### src/rtl/ser_bus_master_pkg.sv
// Shared command/response codes and FSM state encoding for the serial bus master.
package ser_bus_master_pkg;

  localparam logic [7:0] CMD_READ  = 8'h01;
  localparam logic [7:0] CMD_WRITE = 8'h02;
  localparam logic [7:0] RSP_ACK   = 8'h06;
  localparam logic [7:0] RSP_NAK   = 8'h15;

  localparam logic [2:0] RD_RESP_BYTES = 3'd4;

  typedef enum logic [2:0] {
    S_IDLE,
    S_ADDR,
    S_DATA,
    S_BUS,
    S_RESP
  } state_t;

endpackage

### src/rtl/ser_bus_master.sv
// Serial-command bus initiator: rx byte frames become single-word bus cycles,
// results go back out as tx bytes.
//
// state  | meaning
// -------+------------------------------------------------------------
// S_IDLE | waiting for a command byte
// S_ADDR | collecting 3 byte-address bytes, MSB first
// S_DATA | collecting 4 write-data bytes, MSB first
// S_BUS  | strobe held until ack or timeout
// S_RESP | streaming response bytes to the transmitter
module ser_bus_master
  import ser_bus_master_pkg::*;
#(
  parameter int TIMEOUT = 1024
) (
  input  logic        clk,
  input  logic        rst_n,
  input  logic [7:0]  rx_data,
  input  logic        rx_valid,
  output logic        rx_ready,
  output logic [7:0]  tx_data,
  output logic        tx_valid,
  input  logic        tx_ready,
  output logic        bus_stb,
  output logic        bus_we,
  output logic [21:0] bus_addr,
  output logic [31:0] bus_dout,
  input  logic [31:0] bus_din,
  input  logic        bus_ack,
  output logic        busy
);

  localparam logic [15:0] TMO_LAST = 16'(TIMEOUT - 1);

  state_t      state;
  logic [1:0]  byte_cnt;
  logic        is_write;
  logic [23:0] shift_in;
  logic [15:0] tmo_cnt;
  logic [23:0] resp_shift;
  logic [2:0]  resp_left;

  logic        rx_fire;
  logic        tx_fire;
  logic [31:0] rx_word;

  assign rx_fire = rx_valid && rx_ready;
  assign tx_fire = tx_valid && tx_ready;
  // Assembly value including the byte being accepted this cycle.
  assign rx_word = {shift_in, rx_data};

  always_ff @(posedge clk) begin
    if (!rst_n) begin
      state      <= S_IDLE;
      byte_cnt   <= 2'd0;
      is_write   <= 1'b0;
      shift_in   <= 24'd0;
      tmo_cnt    <= 16'd0;
      resp_shift <= 24'd0;
      resp_left  <= 3'd0;
      rx_ready   <= 1'b0;
      tx_data    <= 8'h00;
      tx_valid   <= 1'b0;
      bus_stb    <= 1'b0;
      bus_we     <= 1'b0;
      bus_addr   <= 22'd0;
      bus_dout   <= 32'd0;
      busy       <= 1'b0;
    end else begin
      unique case (state)
        S_IDLE: begin
          rx_ready <= 1'b1;
          if (rx_fire) begin
            busy     <= 1'b1;
            byte_cnt <= 2'd0;
            if (rx_data == CMD_READ || rx_data == CMD_WRITE) begin
              is_write <= (rx_data == CMD_WRITE);
              state    <= S_ADDR;
            end else begin
              rx_ready  <= 1'b0;
              tx_valid  <= 1'b1;
              tx_data   <= RSP_NAK;
              resp_left <= 3'd1;
              state     <= S_RESP;
            end
          end
        end

        S_ADDR: begin
          if (rx_fire) begin
            shift_in <= rx_word[23:0];
            byte_cnt <= byte_cnt + 2'd1;
            if (byte_cnt == 2'd2) begin
              byte_cnt <= 2'd0;
              bus_addr <= rx_word[23:2];
              bus_we   <= is_write;
              if (is_write) begin
                state <= S_DATA;
              end else begin
                rx_ready <= 1'b0;
                bus_stb  <= 1'b1;
                tmo_cnt  <= 16'd0;
                state    <= S_BUS;
              end
            end
          end
        end

        S_DATA: begin
          if (rx_fire) begin
            shift_in <= rx_word[23:0];
            byte_cnt <= byte_cnt + 2'd1;
            if (byte_cnt == 2'd3) begin
              bus_dout <= rx_word;
              rx_ready <= 1'b0;
              bus_stb  <= 1'b1;
              tmo_cnt  <= 16'd0;
              state    <= S_BUS;
            end
          end
        end

        S_BUS: begin
          // Ack wins over a timeout expiring on the same edge.
          if (bus_ack) begin
            bus_stb  <= 1'b0;
            tx_valid <= 1'b1;
            state    <= S_RESP;
            if (is_write) begin
              tx_data   <= RSP_ACK;
              resp_left <= 3'd1;
            end else begin
              tx_data    <= bus_din[31:24];
              resp_shift <= bus_din[23:0];
              resp_left  <= RD_RESP_BYTES;
            end
          end else if (tmo_cnt == TMO_LAST) begin
            bus_stb   <= 1'b0;
            tx_valid  <= 1'b1;
            tx_data   <= RSP_NAK;
            resp_left <= 3'd1;
            state     <= S_RESP;
          end else begin
            tmo_cnt <= tmo_cnt + 16'd1;
          end
        end

        S_RESP: begin
          if (tx_fire) begin
            if (resp_left == 3'd1) begin
              tx_valid <= 1'b0;
              busy     <= 1'b0;
              rx_ready <= 1'b1;
              state    <= S_IDLE;
            end else begin
              tx_data    <= resp_shift[23:16];
              resp_shift <= {resp_shift[15:0], 8'h00};
              resp_left  <= resp_left - 3'd1;
            end
          end
        end

        default: state <= S_IDLE;
      endcase
    end
  end

endmodule

### config.mk
export PLATFORM = sky130hd
export DESIGN_NAME = ser_bus_master
export DESIGN_NICKNAME = d
export VERILOG_FILES = /design/src/rtl/ser_bus_master_pkg.sv /design/src/rtl/ser_bus_master.sv
export SDC_FILE = /design/constraint.sdc
export NUM_CORES = 1
export LEC_CHECK = 0
export ABC_AREA = 1
export CAP_MARGIN = 20
export CORE_MARGIN = 10
export CORE_UTILIZATION = 35
export CTS_CLUSTER_SIZE = 30
export DETAILED_ROUTE_END_ITERATION = 10
export PLACE_DENSITY_LB_ADDON = 0.05
export SYNTH_ARGS = -nofsm -noshare
export SYNTH_HDL_FRONTEND = slang
export SYNTH_SLANG_ARGS = --single-unit
### constraint.sdc
create_clock -name clk -period 2 [get_ports clk]
set_input_delay 0.3 -clock clk [delete_from_list [all_inputs] [get_ports clk]]
set_output_delay 0.3 -clock clk [all_outputs]
set_load 0.005 [all_outputs]
==> flow_metrics.tcl <==
set metrics [dict create \
    avgSynthCellArea_sq_um 6.90 \
    dieWidth_um 152 \
    ys.flop_type "dfxtp_1" \
    crit_fanout 17 \
    grt_antenna_before_repair 0 \
    cp-end-kind "register" \
    setup.worst_path.start_class "register" \
    nets 1069 \
    cap_violations 0 \
    grt_pass1_vias 5543 \
    clock_skew_ns 0.00849 \
    power_density_nw_per_um2 1080 \
    grt_overflow 0 \
    syn_to_final_growth_pct 36.7 \
    worstSkewPairLatency_ns 0.43 \
    worst_slew_pin_slew_ns 0.459 \
    slew_viol_final 0 \
    placementRows 48 \
    drt-vias-per-instance 4.62 \
    htree_num_levels 4 \
    rsz0062_at_grt "no" \
    wl_per_cell_um 14.0 \
    drc 0 \
    synth_cell_types 32 \
    clk_pin_slew_ns 0.06 \
    required_ns 2.33 \
    io_buffers 111 \
    gp_congestion 0.805 \
    grt_start_max_net_pins 85 \
    dr.pass1.iters 5 \
    vias 5794 \
    clock-sinks 140 \
    setup_tns_ns 0 \
    relSlewSlack 0.691 \
    final_hold_viol_count 0 \
    drt-initial-drc-count 347 \
    power.leakage_nw 3.45 \
    synthesis.nets 937 \
    synthArstFlopShare 0 \
    antenna_cells 0 \
    utilization 0.486 \
    crit_arrival_ns 2.11 \
    yosysWarnings 0 \
    synth-seq-area-share 0.459 \
    cts_inserted_buffers 17 \
    finalCritPeriodShare 0.890 \
    synth_top_area_share 0.459 \
    ys_top_cells_by_area "dfxtp_1, nor2_1, nand2_1" \
    path_class "reg2reg" \
    root_buffer "clkbuf_16" \
    min_period_ns 1.78 \
    track_usage 0.150 \
    synth_cells 885 \
    min_path_type "in2reg" \
    synth_top_cell_by_area "dfxtp_1" \
    run_status "finished, final reports clean" \
    setup_viol 0 \
    clock_path_buffers 2 \
    ios 112 \
    cts_tree "done" \
    hpwl_um 12200 \
    max_freq_ghz 0.562 \
    die-area_sq_um 23100 \
    post-cts-setup-buffers 0 \
    peakVddDrop_mv 0.682 \
    drive_above_1_share 0.100 \
    hold_ws_ns 0.367 \
    wirelength_um 17600 \
    start_util 0.356 \
    syn_area_sq_um 6110 \
    grt_pass1_wl_um 28900 \
    synth_edf_count 0 \
    fp.coreArea_sq_um 17200 \
    postRouteAntennaNets 0 \
    dieHeight_um 152 \
    ys_ff_latch 140 \
]
[worst paths after layout]
| check | startpoint | slack, ns | to | cells after the start |
|---|---|---|---|---|
| max | state[0] | 0.22 | tx_data[2] | 11 |
| min | rst_n | 0.37 | state[0] | 4 |
| max reg2reg | state[0] | 0.22 | tx_data[2] | 11 |
| min reg2reg | resp_shift[15] | 0.45 | resp_shift[15] | 2 |
[repair_timing]
item	4_1_cts	5_1_grt
endpoints found under the setup margin	0	47
hold buffers	0	0
resized for setup	0	7
[placed cells by master (no fill, tap or decap), types with 3 or more instances in the layout]
| cell | n |
|---|---|
| nand4_1 | 10 |
| a21boi_0 | 4 |
| inv_1 | 34 |
| inv_6 | 5 |
| o211ai_1 | 4 |
| dfxtp_1 | 139 |
| ha_1 | 7 |
| clkdlybuf4s50_1 | 110 |
| clkbuf_16 | 17 |
| nor2_4 | 5 |
| xnor2_1 | 3 |
| buf_12 | 7 |
| or2_2 | 3 |
| nand3_1 | 18 |
| nand2_1 | 172 |
| buf_4 | 38 |
| a21oi_1 | 35 |
| xor2_1 | 5 |
| nand3_2 | 3 |
| o21ai_0 | 105 |
| nor2_1 | 265 |
| nand2_2 | 4 |
| o21bai_1 | 6 |
| inv_2 | 4 |
| clkinv_4 | 3 |
[area by class of cell]
cell class                      count  area (sq um)
Fill cell                        1784          8830
Timing Repair Buffer              156          1530
Clock buffer                       19           443
Tap cell                          225           282
Inverter                           39           148
Multi-Input combinational cell    663          2990
Clock inverter                     13           154
Sequential cell                   140          2800
[metal layers]
layer	up-vias	track usage	wire, um
li1	3090	-	-
met1	2579	0.194	8560
met2	106	0.233	7900
met3	19	0.0480	881
met4	0	0.0459	225
met5	-	0	0
[state kept, by name, indices dropped and copies added (netlist names), 2 cells and up]
register / flops
tx_data: 8
bus_addr: 22
shift_in: 24
resp_left: 3
byte_cnt: 2
state: 3
tmo_cnt: 16
bus_dout: 32
resp_shift: 24
[report_power, final]
part	leakage [nW]	internal, mW	total (mW)	switching [mW]
Combinational	2.03	1.01	2.38	1.37
Sequential	1.13	3.13	3.37	0.246
Clock	0.291	1.90	3.22	1.32
Total	3.45	6.04	8.98	2.94
[logic make-up after synthesis]
kind of cell	Yosys count	synth area share
AO/OA/AOI/OAI	161	0.140
XOR/XNOR	8	0.0115
adder cells (fa/ha/maj)	7	0.0143
buffers and inverters	82	0.0551
flip-flops	140	0.459
AND/OR/NAND/NOR	487	0.321
[worst max-delay path: stages, from the launching register on]
cell and delay, ns:
dfxtp_2 0.34, inv_1 0.16, nor2_4 0.06, nand2_2 0.17, buf_4 0.21, nor2_1 0.06, nand2_1 0.07, nand2_1 0.08
nor2_4 0.33, nand2_1 0.09, nand2_1 0.07, nor2_1 0.03
[metrics by stage]
step                      power (mW)  setup WS [ns]  instances  cell area (sq um)
after CTS                       9.07         0.0788       1255               8340
after detailed placement        5.83        -0.0533       1223               7740
after global routing            9.58         0.0113       1255               8350
final                           8.98          0.220       1255               8350
after floorplan                 4.96          0.325        885               6110
after global placement          5.83        -0.0498       1223               7740
[cells in the mapped netlist (5+ instances only)]
master and number:
inv_1 34, nand4_1 10, nand3_1 18, dfxtp_1 140, a21oi_1 35, o21bai_1 6
ha_1 7, inv_2 5, o21ai_0 107, buf_2 8, nor2_1 266, clkbuf_1 31
xor2_1 5, nand2_1 172
No activity file was read; power rests on OpenSTA's default activity.
